**src/rtl/game_result_screen_ctrl.sv**
```systemverilog
// Game-over screen controller: latches the result, converts the game duration
// to BCD, blinks the winner banner and drives a registered pixel colour.
module game_result_screen_ctrl #(
  parameter int          NUM_PLAYERS  = 2,
  parameter int          DUR_WIDTH    = 8,
  parameter int          DIGITS       = 3,
  parameter int          BLINK_FRAMES = 30,
  parameter logic [7:0]  BG_COLOR     = 8'h00,
  parameter logic [7:0]  TITLE_COLOR  = 8'b001_101_11,
  parameter logic [7:0]  DUR_COLOR    = 8'b111_011_01,
  parameter logic [7:0]  WIN_COLOR    = 8'b011_000_11,
  localparam int         WID          = (NUM_PLAYERS > 2) ? $clog2(NUM_PLAYERS) : 1
) (
  input  logic                   clock,
  input  logic                   reset,
  input  logic                   game_over_flag,
  input  logic [WID-1:0]         winner_id,
  input  logic [DUR_WIDTH-1:0]   game_duration,
  input  logic                   frame_tick,
  input  logic                   res_title,
  input  logic                   res_duration,
  input  logic [NUM_PLAYERS-1:0] res_winner,
  input  logic                   restart_req,
  output logic [7:0]             pixel_color,
  output logic [4*DIGITS-1:0]    dur_digits,
  output logic                   digits_valid,
  output logic                   screen_active,
  output logic                   restart_ack
);

  localparam int          BCD_W   = 4 * DIGITS;
  localparam logic [31:0] MAX_VAL = 32'(10 ** DIGITS - 1);
  localparam int          CNT_W   = (BLINK_FRAMES > 1) ? $clog2(BLINK_FRAMES) : 1;
  localparam int          BIT_W   = $clog2(DUR_WIDTH + 1);
  localparam int          NV      = 1 << WID;

  typedef enum logic [2:0] {IDLE, CAPTURE, CONVERT, SHOW, EXIT} state_t;

  state_t               state_q, state_d;
  logic                 prev_flag_q;
  logic [DUR_WIDTH-1:0] dur_reg_q, dur_reg_d;
  logic [WID-1:0]       winner_reg_q, winner_reg_d;
  logic                 winner_valid_q, winner_valid_d;
  logic [BCD_W-1:0]     bcd_q, bcd_d;
  logic [BIT_W-1:0]     bit_cnt_q, bit_cnt_d;
  logic [BCD_W-1:0]     dur_digits_q, dur_digits_d;
  logic                 digits_valid_q, digits_valid_d;
  logic                 screen_active_q, screen_active_d;
  logic                 restart_ack_q, restart_ack_d;
  logic                 blink_on_q, blink_on_d;
  logic [CNT_W-1:0]     blink_cnt_q, blink_cnt_d;
  logic [7:0]           pixel_q, pixel_d;
  logic [NV-1:0]        win_vec;
  logic                 flag_rise;

  function automatic logic [BCD_W-1:0] dabble_step(input logic [BCD_W-1:0] acc,
                                                   input logic in_bit);
    logic [BCD_W-1:0] adj;
    adj = acc;
    for (int i = 0; i < DIGITS; i++) begin
      if (adj[4*i +: 4] >= 4'd5) adj[4*i +: 4] = adj[4*i +: 4] + 4'd3;
    end
    return {adj[BCD_W-2:0], in_bit};
  endfunction

  function automatic logic [DUR_WIDTH-1:0] sat_duration(input logic [DUR_WIDTH-1:0] d);
    if (32'(d) > MAX_VAL) return MAX_VAL[DUR_WIDTH-1:0];
    return d;
  endfunction

  assign flag_rise = game_over_flag & ~prev_flag_q;
  assign win_vec   = NV'(res_winner);

  always_comb begin
    state_d        = state_q;
    dur_reg_d      = dur_reg_q;
    winner_reg_d   = winner_reg_q;
    winner_valid_d = winner_valid_q;
    bcd_d          = bcd_q;
    bit_cnt_d      = bit_cnt_q;
    dur_digits_d   = dur_digits_q;
    blink_on_d     = 1'b1;
    blink_cnt_d    = '0;
    pixel_d        = BG_COLOR;

    case (state_q)
      IDLE:    if (flag_rise) state_d = CAPTURE;
      CAPTURE: begin
        dur_reg_d      = sat_duration(game_duration);
        winner_reg_d   = winner_id;
        winner_valid_d = (32'(winner_id) < NUM_PLAYERS);
        bcd_d          = '0;
        bit_cnt_d      = '0;
        state_d        = CONVERT;
      end
      CONVERT: begin
        bcd_d     = dabble_step(bcd_q, dur_reg_q[DUR_WIDTH-1]);
        dur_reg_d = dur_reg_q << 1;
        bit_cnt_d = bit_cnt_q + 1'b1;
        if (bit_cnt_q == BIT_W'(DUR_WIDTH - 1)) state_d = SHOW;
      end
      SHOW:    if (restart_req) state_d = EXIT;
      EXIT:    state_d = IDLE;
      default: state_d = IDLE;
    endcase

    // Dropping the flag aborts everything, even a simultaneous restart request.
    if (state_q != IDLE && !game_over_flag) state_d = IDLE;

    if (state_q == CONVERT && state_d == SHOW) dur_digits_d = bcd_d;

    if (state_q == SHOW && state_d == SHOW) begin
      blink_on_d  = blink_on_q;
      blink_cnt_d = blink_cnt_q;
      if (frame_tick) begin
        if (blink_cnt_q == CNT_W'(BLINK_FRAMES - 1)) begin
          blink_on_d  = ~blink_on_q;
          blink_cnt_d = '0;
        end else begin
          blink_cnt_d = blink_cnt_q + 1'b1;
        end
      end
    end

    screen_active_d = (state_d == SHOW);
    digits_valid_d  = (state_d == SHOW);
    restart_ack_d   = (state_d == EXIT);

    if (screen_active_q) begin
      if (res_title)                                          pixel_d = TITLE_COLOR;
      else if (res_duration)                                  pixel_d = DUR_COLOR;
      else if (blink_on_q && winner_valid_q && win_vec[winner_reg_q]) pixel_d = WIN_COLOR;
    end
  end

  always_ff @(posedge clock) begin
    if (reset) begin
      state_q         <= IDLE;
      dur_digits_q    <= '0;
      digits_valid_q  <= 1'b0;
      screen_active_q <= 1'b0;
      restart_ack_q   <= 1'b0;
      blink_on_q      <= 1'b1;
      blink_cnt_q     <= '0;
      pixel_q         <= BG_COLOR;
    end else begin
      state_q         <= state_d;
      dur_digits_q    <= dur_digits_d;
      digits_valid_q  <= digits_valid_d;
      screen_active_q <= screen_active_d;
      restart_ack_q   <= restart_ack_d;
      blink_on_q      <= blink_on_d;
      blink_cnt_q     <= blink_cnt_d;
      pixel_q         <= pixel_d;
    end
  end

  // Flag history keeps tracking through reset so a flag held high cannot retrigger.
  always_ff @(posedge clock) begin
    prev_flag_q    <= game_over_flag;
    dur_reg_q      <= dur_reg_d;
    winner_reg_q   <= winner_reg_d;
    winner_valid_q <= winner_valid_d;
    bcd_q          <= bcd_d;
    bit_cnt_q      <= bit_cnt_d;
  end

  assign pixel_color   = pixel_q;
  assign dur_digits    = dur_digits_q;
  assign digits_valid  = digits_valid_q;
  assign screen_active = screen_active_q;
  assign restart_ack   = restart_ack_q;

endmodule

```
**config.mk**
```make
export PLATFORM = sky130hd
export DESIGN_NAME = game_result_screen_ctrl
export DESIGN_NICKNAME = d
export VERILOG_FILES = /design/src/rtl/game_result_screen_ctrl.sv
export SDC_FILE = /design/constraint.sdc
export NUM_CORES = 1
export LEC_CHECK = 0
export ABC_AREA = 1
export CAP_MARGIN = 20
export CORE_MARGIN = 4
export CORE_UTILIZATION = 32
export CTS_CLUSTER_SIZE = 20
export DETAILED_ROUTE_END_ITERATION = 6
export RECOVER_POWER = 50
export SKIP_CTS_REPAIR_TIMING = 1
export SYNTH_ARGS = -nofsm -noshare
export SYNTH_HDL_FRONTEND = slang
export SYNTH_SLANG_ARGS = --single-unit
```
**constraint.sdc**
```tcl
create_clock -name clock -period 1.5 [get_ports clock]
set_input_delay 0.225 -clock clock [delete_from_list [all_inputs] [get_ports clock]]
set_output_delay 0.225 -clock clock [all_outputs]
set_load 0.01 [all_outputs]
```
# [Word-level counts from Yosys, hierarchy flattened]
# Index checks and enable logic that the tools add are counted.
[word_totals] reg_bits=57 input_bits=18 output_inout_bits=23 wordCells=63
[classes] add_sub_neg=5 n_lt_le_gt_ge=4 eq_ne=7 n_mux=17 n_bitwise=5 reduce_logical=12
[op_table] operator="$pmux W12 S2" count=1
[op_table] operator="$pmux W8 S2" count=1
[op_table] operator="$mux W3" count=5
[op_table] operator="$ge A4 B3 Y1 const B" count=3
[op_table] operator="$pmux W3 S4" count=1
[op_table] operator="$eq A3 B2 Y1 const B" count=3
[op_table] operator="$add A4 B2 Y4 const B" count=2
[op_table] operator="$mux W4" count=2
[op_table] operator="$mux W8" count=1
[op_table] operator="$pmux W4 S2" count=1
[op_table] operator="$mux W7" count=1
[op_table] operator="$mux W6" count=1
[op_table] operator="$add A5 B1 Y5 const B" count=1
[op_table] operator="$eq A5 B5 Y1 const B" count=1
[op_table] operator="$mux W5" count=1
[op_table] operator="$add A4 B1 Y4 const B" count=1
[op_table] operator="$eq A4 B3 Y1 const B" count=1
[op_table] operator="$logic_and A1 B1 Y1" count=4
[op_table] operator="$not A1 Y1" count=4
[op_table] operator="$reduce_or A2 Y1" count=2
[op_table] operator="$add A3 B2 Y3 const B" count=1
[op_table] operator="$eq A3 B1 Y1 const B" count=1
[op_table] operator="$eq A3 B3 Y1 const B" count=1
[op_table] operator="$logic_not A3 Y1" count=1
[op_table] operator="8 further kinds" count=9

# [Logic depth before layout (Yosys ltp)]
# Gate-level depths: netlist (run 1).
[depth] word_depth=9 depth_mapped=10 mapped_depth_nobuf=10

# [Least setup slack after synthesis (run 1)]
# OpenSTA, ideal clock, no wires.
[synth_timing] path_type="reg-to-reg" from="register state_q[1]" to="register dur_digits_q[3] (netlist: dur_digits[3])" setup_ps=113 arrival_time_ps=1254 required_ps=1387 setup_slack_ps=133 path_stages_with_launch=8 path_buffers=1 period_less_slack_ps=1367 path_cell_list="dfxtp_1 -> nor2_1 -> nand2_1 -> nand2_1 -> buf_2 -> o22ai_1 -> nor2_1 -> nor2_1"
[synth_via] word_cells_on_any_way=14 cone_classes="4 x eq/ne; 6 x mux; 4 x reduce/logical"
[synth_lines] element="start, declared" line="39" source="state_t state_q, state_d;"
[synth_lines] element="start signal, assigned" line="147" source="state_q <= state_d;"
[synth_lines] element="$eq A3 B2 Y1 or $eq A3 B1 Y1 (tied branches)" line="86" source="case (state_q)"
[synth_lines] element="$pmux W12 S2 (*)" line="86"
[synth_lines] element="named net bcd_d[3]" line="44" source="logic [BCD_W-1:0] bcd_q, bcd_d;"
[synth_lines] element="end signal, assigned" line="148" source="dur_digits_q <= dur_digits_d;"
[synth_lines] element="end, declared" line="46" source="logic [BCD_W-1:0] dur_digits_q, dur_digits_d;"
# The timed path passes the listed nets; every way through them passes the cells marked *.
# A chain may end at the register's enable or synchronous reset.

# [Worst setup path in the final report (run 1)]
[layout_timing] from="register state_q[1]" to="register dur_digits_q[11] (netlist: dur_digits[11])"
# The elaborated chain is that of the path after synthesis.

==> out/summary.txt, run 1 <==
DP Area - 2979 µm²
Tcrit/Tclk final - 97.29%
Static Leak - 1.350 nW
Max Cap Viol - 0
Worst Skew - 9.018 ps
CP Max Fanout - 10
register share of total power - 53.4%
PortBufs - 40
Data arrival, critical path - 1710 ps
CTS Buf Count - 5
final worst slack - 40.68 ps
synthesized cell area - 2432 µm²
antenna violations before repair - 0
via count - 1963
Hold Fails Final Rpt - 0
Crit path required time - 1750 ps
worst skew pair latency - 310 ps
Yosys warning count - 0
Psw - 0.001026 W
Post-DP HPWL - 3490 µm
Final #Nets - 378
Die ar. - 9060 µm²
Cell Pwr Density - 1064 nW/µm²
syn nets - 332
minimum clock period after layout - 1459 ps
Final TNS setup - 0 ps
Initial DRC Count - 62
dpl cells - 442
clock power share - 25.8%
first-pass GRT wire length - 8176 µm
RSZ-0062 raised after global routing - true
ANT cells - 0
synthesized instance count - 305
most frequent cells in the layout - 84 x nand2_1, 41 x inv_1, 39 x nor2_1, 39 x dfxtp_1, 35 x clkdlybuf4s50_1
Die Y - 95.19 µm
commonest non-fill, non-tap cell in the layout - nand2_1
Slew headroom - 76.53%
GRT Residual Overflow - 0
setup violators final - 0
Place WS - -94.87 ps
Longest Clk Path Bufs - 2
Reg area - 1235 µm²
Starting Density - 33.18%
Row Count - 31
worst slew pin tran - 348.4 ps
register bit total from synthesis - 55
Routed Antenna Nets - 0
GP Congestion - 0.8205
DRT Pass-1 Iters - 4
GRT Total Usage - 11.18%
vias in the first global route - 1859
Logic pwr share - 20.8%
post-DR wirelength/cell - 10.59 µm
Die Wd - 95.19 µm
CTS sink count - 55
Routed WL - 4774 µm
CTS tree - yes
register area share after synthesis - 50.62%
Filler Cell Count - 739
status - complete, no violations
number of top-level pins - 41
H-tree lvl count - 2
Worst-path clk slew - 100 ps
DR vias/cell - 4.353
core area - 7331 µm²
fin cells - 451
pin count of the biggest net entering global routing - 25
Sw Ratio - 30.79%
Worst setup EP type - register
Max Clk Rate - 0.6852 GHz
drt drc - 0
Worst Hold Slack - 487.2 ps
Slew Viols, Final - 0
share of post-route cells with drive strength above 1 - 11.93%
Synth cell types - 25
Peak supply drop - 0.6507 mV
P&R area growth vs syn - 28.86%
Multi-input gate area - 1028 µm²
Critical Path Source Type - register
Int Power - 0.002307 W
path type of the worst setup path - reg -> reg
final instance area - 3134 µm²
Syn Area/Cell - 7.975 µm²
clk root buf - clkbuf_8
Hold Path Class - in -> reg
[through the flow]
step	util (%)	total power [W]
after floorplan	-	0.002268
after CTS	41.97	0.003370
final	42.75	0.003333
after global placement	40.64	0.002470
after global routing	42.75	0.003554
after detailed placement	40.64	0.002490
[per-layer routing]
metal  vias to the layer above  wire, µm  GRT usage [%]
met4                         0        43          1.803
met1                       877      2211          14.29
met2                        44      2253          18.83
met3                         8       266          3.473
li1                       1034         -              -
met5                         -         0              0
[logic make-up (layout without fill, tap and decap cells)]
group	after synthesis	after routing	synth area share (%)
XOR/XNOR	7	7	2.521
flip-flops	55	55	50.62
AO/OA/AOI/OAI	26	26	6.275
multiplexers	1	1	0.4629
buffers and inverters	53	100	9.362
adder cells (fa/ha/maj)	9	9	4.630
AND/OR/NAND/NOR	154	154	26.13
[synthesized netlist by cell type]
cell	n	share of area, %
nor3_1	3	0.62
nor2_2	2	0.51
inv_2	1	0.15
a21oi_1	10	2.1
xor2_1	6	2.2
o22ai_2	2	1.0
o21ai_0	7	1.4
edfxtp_1	13	16
nand3_1	10	2.1
nor3b_1	1	0.31
nor2_1	46	7.1
o21ai_1	1	0.21
clkbuf_1	3	0.46
o22ai_1	6	1.5
nand4_1	3	0.77
buf_4	5	1.5
mux2_2	1	0.46
buf_6	1	0.46
buf_2	2	0.41
nand2_1	85	13
inv_1	41	6.3
xnor2_1	1	0.36
dfxtp_1	42	35
nand3_2	4	1.6
ha_1	9	4.6
[worst max-delay path: stages, from the launching register on]
cell and delay, ps:
dfxtp_1 420, nor2_2 70, nand2_1 100, nand2_1 110, buf_4 190, o21ai_0 310
nor2_1 90, nor2_1 110
[registers in the layout, summed over array words and instances, names as in the netlist]
signal / count
state_q: 3
blink_on_q: 1
restart_ack: 1
blink_cnt_q: 5
bcd_q: 12
winner_reg_q: 1
bit_cnt_q: 4
dur_digits: 12
prev_flag_q: 1
screen_active: 1
pixel_color: 6
dur_reg_q: 8
[worst paths after layout]
path	start	end	slack, ps	depth (start not counted)
max	state_q[1]	dur_digits[11]	40	7
min	game_over_flag	prev_flag_q	490	1
max reg2reg	state_q[1]	dur_digits[11]	40	7
min reg2reg	dur_digits[7]	dur_digits[7]	520	4
[power groups by stage]
stage          combinational (W)  sequential [W]  clock, W
2_1_floorplan           0.000478         0.00179         0
4_1_cts                 0.000685         0.00178  0.000909
3_5_place_dp            0.000681         0.00181         0
3_3_place_gp            0.000663         0.00181         0
5_1_grt                 0.000793         0.00180  0.000959
6_report                0.000692         0.00178  0.000860
[final cells by class]
class                   instances  area share, %
flip-flops and latches         55          39.40
multi-input cells             197          32.81
repair buffers                 50          15.69
inverters                      42          5.030
well taps                      99          3.952
clock buffers                   5          2.196
clock inverters                 3         0.9182
Note: power is estimated with default switching activity, not from simulation.
==> inputs of run 2 (changes only) <==
--- a/config.mk
+++ b/config.mk
@@ -11,6 +11,7 @@
 export CORE_UTILIZATION = 32
 export CTS_CLUSTER_SIZE = 20
 export DETAILED_ROUTE_END_ITERATION = 6
+export GPL_TIMING_DRIVEN = 0
 export RECOVER_POWER = 50
 export SKIP_CTS_REPAIR_TIMING = 1
 export SYNTH_ARGS = -nofsm -noshare
==> run 2 against run 1 <==
  * Critical path depth increased by 3
  * Clock skew decreased by 2.2 ps
  * Die area unchanged
  * Sequential share of layout area increased by 0.096 points
==> out/summary.txt, run 2 (synthesis gave the netlist of run 1 again) <==
CTS tree - yes
first-pass GRT wire length - 8369 µm
GRT Residual Overflow - 0
Longest Clk Path Bufs - 2
Initial DRC Count - 65
Routed WL - 4870 µm
Critical Path Source Type - register
clk root buf - clkbuf_8
worst skew pair latency - 300 ps
Peak supply drop - 0.8432 mV
Slew headroom - 69.14%
Final #Nets - 381
GRT Total Usage - 11.55%
RSZ-0062 raised after global routing - true
final worst slack - 40.40 ps
minimum clock period after layout - 1460 ps
Worst Skew - 6.813 ps
P&R area growth vs syn - 28.81%
clock power share - 25.1%
most frequent cells in the layout - 81 x nand2_1, 44 x nor2_1, 41 x inv_1
Tcrit/Tclk final - 97.31%
Die Y - 95.19 µm
path type of the worst setup path - reg -> reg
worst slew pin tran - 463.0 ps
Sw Ratio - 29.29%
Die ar. - 9060 µm²
Int Power - 0.002332 W
fin util - 42.74%
Data arrival, critical path - 1700 ps
number of top-level pins - 41
commonest non-fill, non-tap cell in the layout - nand2_1
Hold Fails Final Rpt - 0
CTS Buf Count - 5
GP Congestion - 0.8457
status - complete, no violations
Slew Viols, Final - 0
post-DR wirelength/cell - 10.73 µm
Psw - 0.0009661 W
Max Cap Viol - 0
Logic pwr share - 20.8%
H-tree lvl count - 2
Row Count - 31
Hold Path Class - in -> reg
antenna violations before repair - 0
Worst setup EP type - register
dpl cells - 443
DR vias/cell - 4.308
final instance area - 3133 µm²
via count - 1956
CTS sink count - 55
share of post-route cells with drive strength above 1 - 11.27%
Filler Cell Count - 742
ANT cells - 0
drt drc - 0
Routed Antenna Nets - 0
Post-DP HPWL - 3551 µm
pin count of the biggest net entering global routing - 22
vias in the first global route - 2002
PortBufs - 39
core area - 7331 µm²
Cell Pwr Density - 1053 nW/µm²
Starting Density - 33.18%
Die Wd - 95.19 µm
setup violators final - 0
Worst-path clk slew - 90 ps
Crit path required time - 1740 ps
DP Area - 2947 µm²
Place WS - -233.7 ps
Static Leak - 1.415 nW
Max Clk Rate - 0.6851 GHz
fin cells - 454
CP Max Fanout - 10
DRT Pass-1 Iters - 4
register share of total power - 54.0%
## run 2: changes by cell type in the layout (fill, tap and decap cells not counted), moves of 2 or more
cell             delta
nand2_2             +3
nor2_2              -4
clkbuf_2            -2
buf_4               +2
buf_6               +4
dlymetal6s2s_1      +3
clkdlybuf4s25_1     -3
clkbuf_1            +3
nor2_1              +5
nand2_1             -3
buf_12              -2
clkinv_4            -2
## run 2: final cells by class
cell class | count | area, µm² | share of cell area, %
buffer | 11 | 90.09 | 2.875
clock buffer | 7 | 86.33 | 2.756
clock inverter | 1 | 5.005 | 0.1597
inverter | 42 | 157.7 | 5.032
multi-input combinational | 197 | 1008 | 32.19
sequential | 55 | 1237 | 39.50
tap | 99 | 123.9 | 3.954
timing repair buffer | 42 | 424.2 | 13.54
## run 2: stage by stage
stage,power [W],setup TNS [ps],hold slack (ps)
floorplan,0.002268,0,252.7
global route,0.003537,-1377,386.5
global placement,0.002453,-3277,494.9
detailed placement,0.002474,-4339,503.5
finish,0.003298,0,361.0
CTS,0.003312,-3006,347.2
## run 2: power groups by stage
stage	combinational (W)	clock (W)	sequential, W
floorplan	0.000478	0	0.00179
global placement	0.000649	0	0.00180
detailed placement	0.000666	0	0.00181
CTS	0.000670	0.000868	0.00177
global route	0.000798	0.000937	0.00180
finish	0.000688	0.000829	0.00178
## run 2: per-layer routing
layer | track usage (%) | vias to the layer above | routed length [µm]
met5 | 0 | - | 0
met4 | 4.327 | 0 | 52
met3 | 2.605 | 4 | 270
met2 | 20.87 | 39 | 2357
met1 | 13.17 | 866 | 2189
li1 | - | 1047 | -
## run 2: worst max-delay path, stage by stage (launching register included)
cell and delay [ps]:
edfxtp_1 390, ha_2 200, nand2_2 50, nor2_1 80, nand2_1 70, nand3_2 100
nand3_4 130, buf_8 170, nand2_1 50, nand2_1 40, nor2_1 110
## run 2: path summary, 6_finish.rpt
check | start | endpoint | slack [ps] | cells after the start
worst min register to register | dur_digits[7] | dur_digits[7] | 520 | 4
worst max register to register | bit_cnt_q[0] | dur_digits[6] | 40 | 10
worst min-delay path | frame_tick | blink_cnt_q[0] | 360 | 3
worst max-delay path | bit_cnt_q[0] | dur_digits[6] | 40 | 10
==> inputs of run 3 (changes only) <==
--- a/config.mk
+++ b/config.mk
@@ -7,11 +7,15 @@
 export LEC_CHECK = 0
 export ABC_AREA = 1
 export CAP_MARGIN = 20
+export CELL_PAD_IN_SITES_DETAIL_PLACEMENT = 1
+export CELL_PAD_IN_SITES_GLOBAL_PLACEMENT = 1
 export CORE_MARGIN = 4
 export CORE_UTILIZATION = 32
 export CTS_CLUSTER_SIZE = 20
 export DETAILED_ROUTE_END_ITERATION = 6
 export GPL_TIMING_DRIVEN = 0
+export HOLD_SLACK_MARGIN = 0.03
+export PLACE_DENSITY_LB_ADDON = 0.1
 export RECOVER_POWER = 50
 export SKIP_CTS_REPAIR_TIMING = 1
 export SYNTH_ARGS = -nofsm -noshare
==> run 3 against run 2 <==
  * The run now ends with setup timing left
  * First-iteration DRC count fell by 34%
  * Die area did not move
  * Via count up 4.2%
  * Non-clock buffer count up 4
  * Clock skew increased by 4.5 ps
  * Cell area grew 4.3%
  * Critical endpoint is now dur_digits[10]
==> out/summary.txt, run 3 (synthesis gave the netlist of run 1 again) <==
status - finished with violations
violated checks - setup timing
share of post-route cells with drive strength above 1 - 15.32%
Slew headroom - 69.05%
drt drc - 0
commonest non-fill, non-tap cell in the layout - nand2_1
Data arrival, critical path - 1740 ps
Crit path required time - 1710 ps
reg2reg setup slack - -30 ps
H-tree lvl count - 2
vias in the first global route - 1957
Max Clk Rate - 0.6545 GHz
minimum clock period after layout - 1528 ps
first-pass GRT wire length - 9163 µm
P&R area growth vs syn - 34.36%
Routed WL - 5601 µm
most frequent cells in the layout - 80 x nand2_1, 40 x inv_1, 40 x nor2_1
Row Count - 31
DR vias/cell - 4.450
Tcrit/Tclk final - 101.9%
GRT Total Usage - 12.91%
Tot Pwr - 0.003513 W
Hold Path Class - in -> reg
Hold Fails Final Rpt - 0
Cell Pwr Density - 1075 nW/µm²
CP Max Fanout - 10
Die Y - 95.19 µm
Critical Path Source Type - register
Die Wd - 95.19 µm
Peak supply drop - 0.4124 mV
GRT Residual Overflow - 0
DP Area - 2947 µm²
number of top-level pins - 41
worst skew pair latency - 310 ps
setup violators final - 6
worst slew pin tran - 464.3 ps
Worst-path clk slew - 110 ps
Worst Skew - 11.34 ps
Static Leak - 1.460 nW
ANT cells - 0
pin count of the biggest net entering global routing - 22
clk root buf - clkbuf_8
CTS tree - yes
RSZ-0062 raised after global routing - true
GP Congestion - 0.7545
PortBufs - 39
Hold Path Depth - 3
path type of the worst setup path - reg -> reg
antenna violations before repair - 0
Starting Density - 33.18%
core area - 7331 µm²
Slew Viols, Final - 0
Die ar. - 9060 µm²
Final #Nets - 385
final worst slack - -27.86 ps
Post-DP HPWL - 4100 µm
Reg2Reg Depth - 9
Routed Antenna Nets - 0
Longest Clk Path Bufs - 2
Worst setup EP type - register
CTS Buf Count - 5
Max Cap Viol - 0
Initial DRC Count - 43
DRT Pass-1 Iters - 4
via count - 2038
CTS sink count - 55
post-DR wirelength/cell - 12.23 µm
final instance area - 3268 µm²
[run 3: changes by cell type in the layout (fill, tap and decap cells not counted), moves of 2 or more]
cell / before / now
nand3_4: 1 / 3
nand2_4: 0 / 2
dfxtp_2: 2 / 5
buf_4: 6 / 10
nor2_1: 44 / 40
clkbuf_16: 0 / 2
nor2_4: 0 / 4
dfxtp_1: 39 / 37
[run 3: stage by stage]
| stage | setup slack [ps] | cells | setup TNS (ps) | util (%) | hold WS [ps] |
|---|---|---|---|---|---|
| 6_report | -27.86 | 458 | -90.48 | 44.58 | 347.0 |
| 5_1_grt | -158.3 | 458 | -2163 | 44.58 | 387.2 |
| 4_1_cts | -269.3 | 451 | -4680 | 41.66 | 336.2 |
| 3_5_place_dp | -294.8 | 443 | -5573 | 40.19 | 501.9 |
| 3_3_place_gp | -245.2 | 443 | -4259 | 40.19 | 494.2 |
| 2_1_floorplan | 132.9 | 305 | 0 | - | 252.7 |
[run 3: critical path: stages (launching register included)]
cell and delay [ps]:
edfxtp_1 380, ha_2 190, nand2_2 60, nor2_1 100
nand2_1 70, nand3_2 120, nand3_4 140, buf_6 180
nor2_1 120, nor2_1 60
[run 3: area by class of cell]
class	count	area [µm²]
fillers	875	4063
plain buffers	11	90.09
clock inverters	2	13.76
inverters	42	157.7
clock buffers	6	93.84
repair buffers	46	467.9
flip-flops and latches	55	1237
multi-input cells	197	1084
well taps	99	123.9
[run 3: layer usage]
layer | part of all wire, % | vias to the layer above | global-route usage, %
met5 | 0 | - | 0
met4 | 0.98 | 0 | 3.606
met3 | 4.0 | 5 | 3.157
met2 | 52 | 28 | 22.86
met1 | 43 | 951 | 15.47
li1 | - | 1054 | -
[run 3: worst paths after layout]
| check | endpoint | startpoint |
|---|---|---|
| hold reg to reg | dur_digits[10] | dur_digits[10] |
| setup / recovery | dur_digits[10] | bit_cnt_q[0] |
| setup reg to reg | dur_digits[10] | bit_cnt_q[0] |
| hold / removal | blink_cnt_q[0] | frame_tick |
[run 3: where the power goes]
group | switching, W | leakage (nW) | internal (W) | total (W)
Clock | 0.000507 | 0.0563 | 0.000432 | 0.000938
Sequential | 0.000114 | 0.464 | 0.00167 | 0.00179
Combinational | 0.000465 | 0.939 | 0.000321 | 0.000786
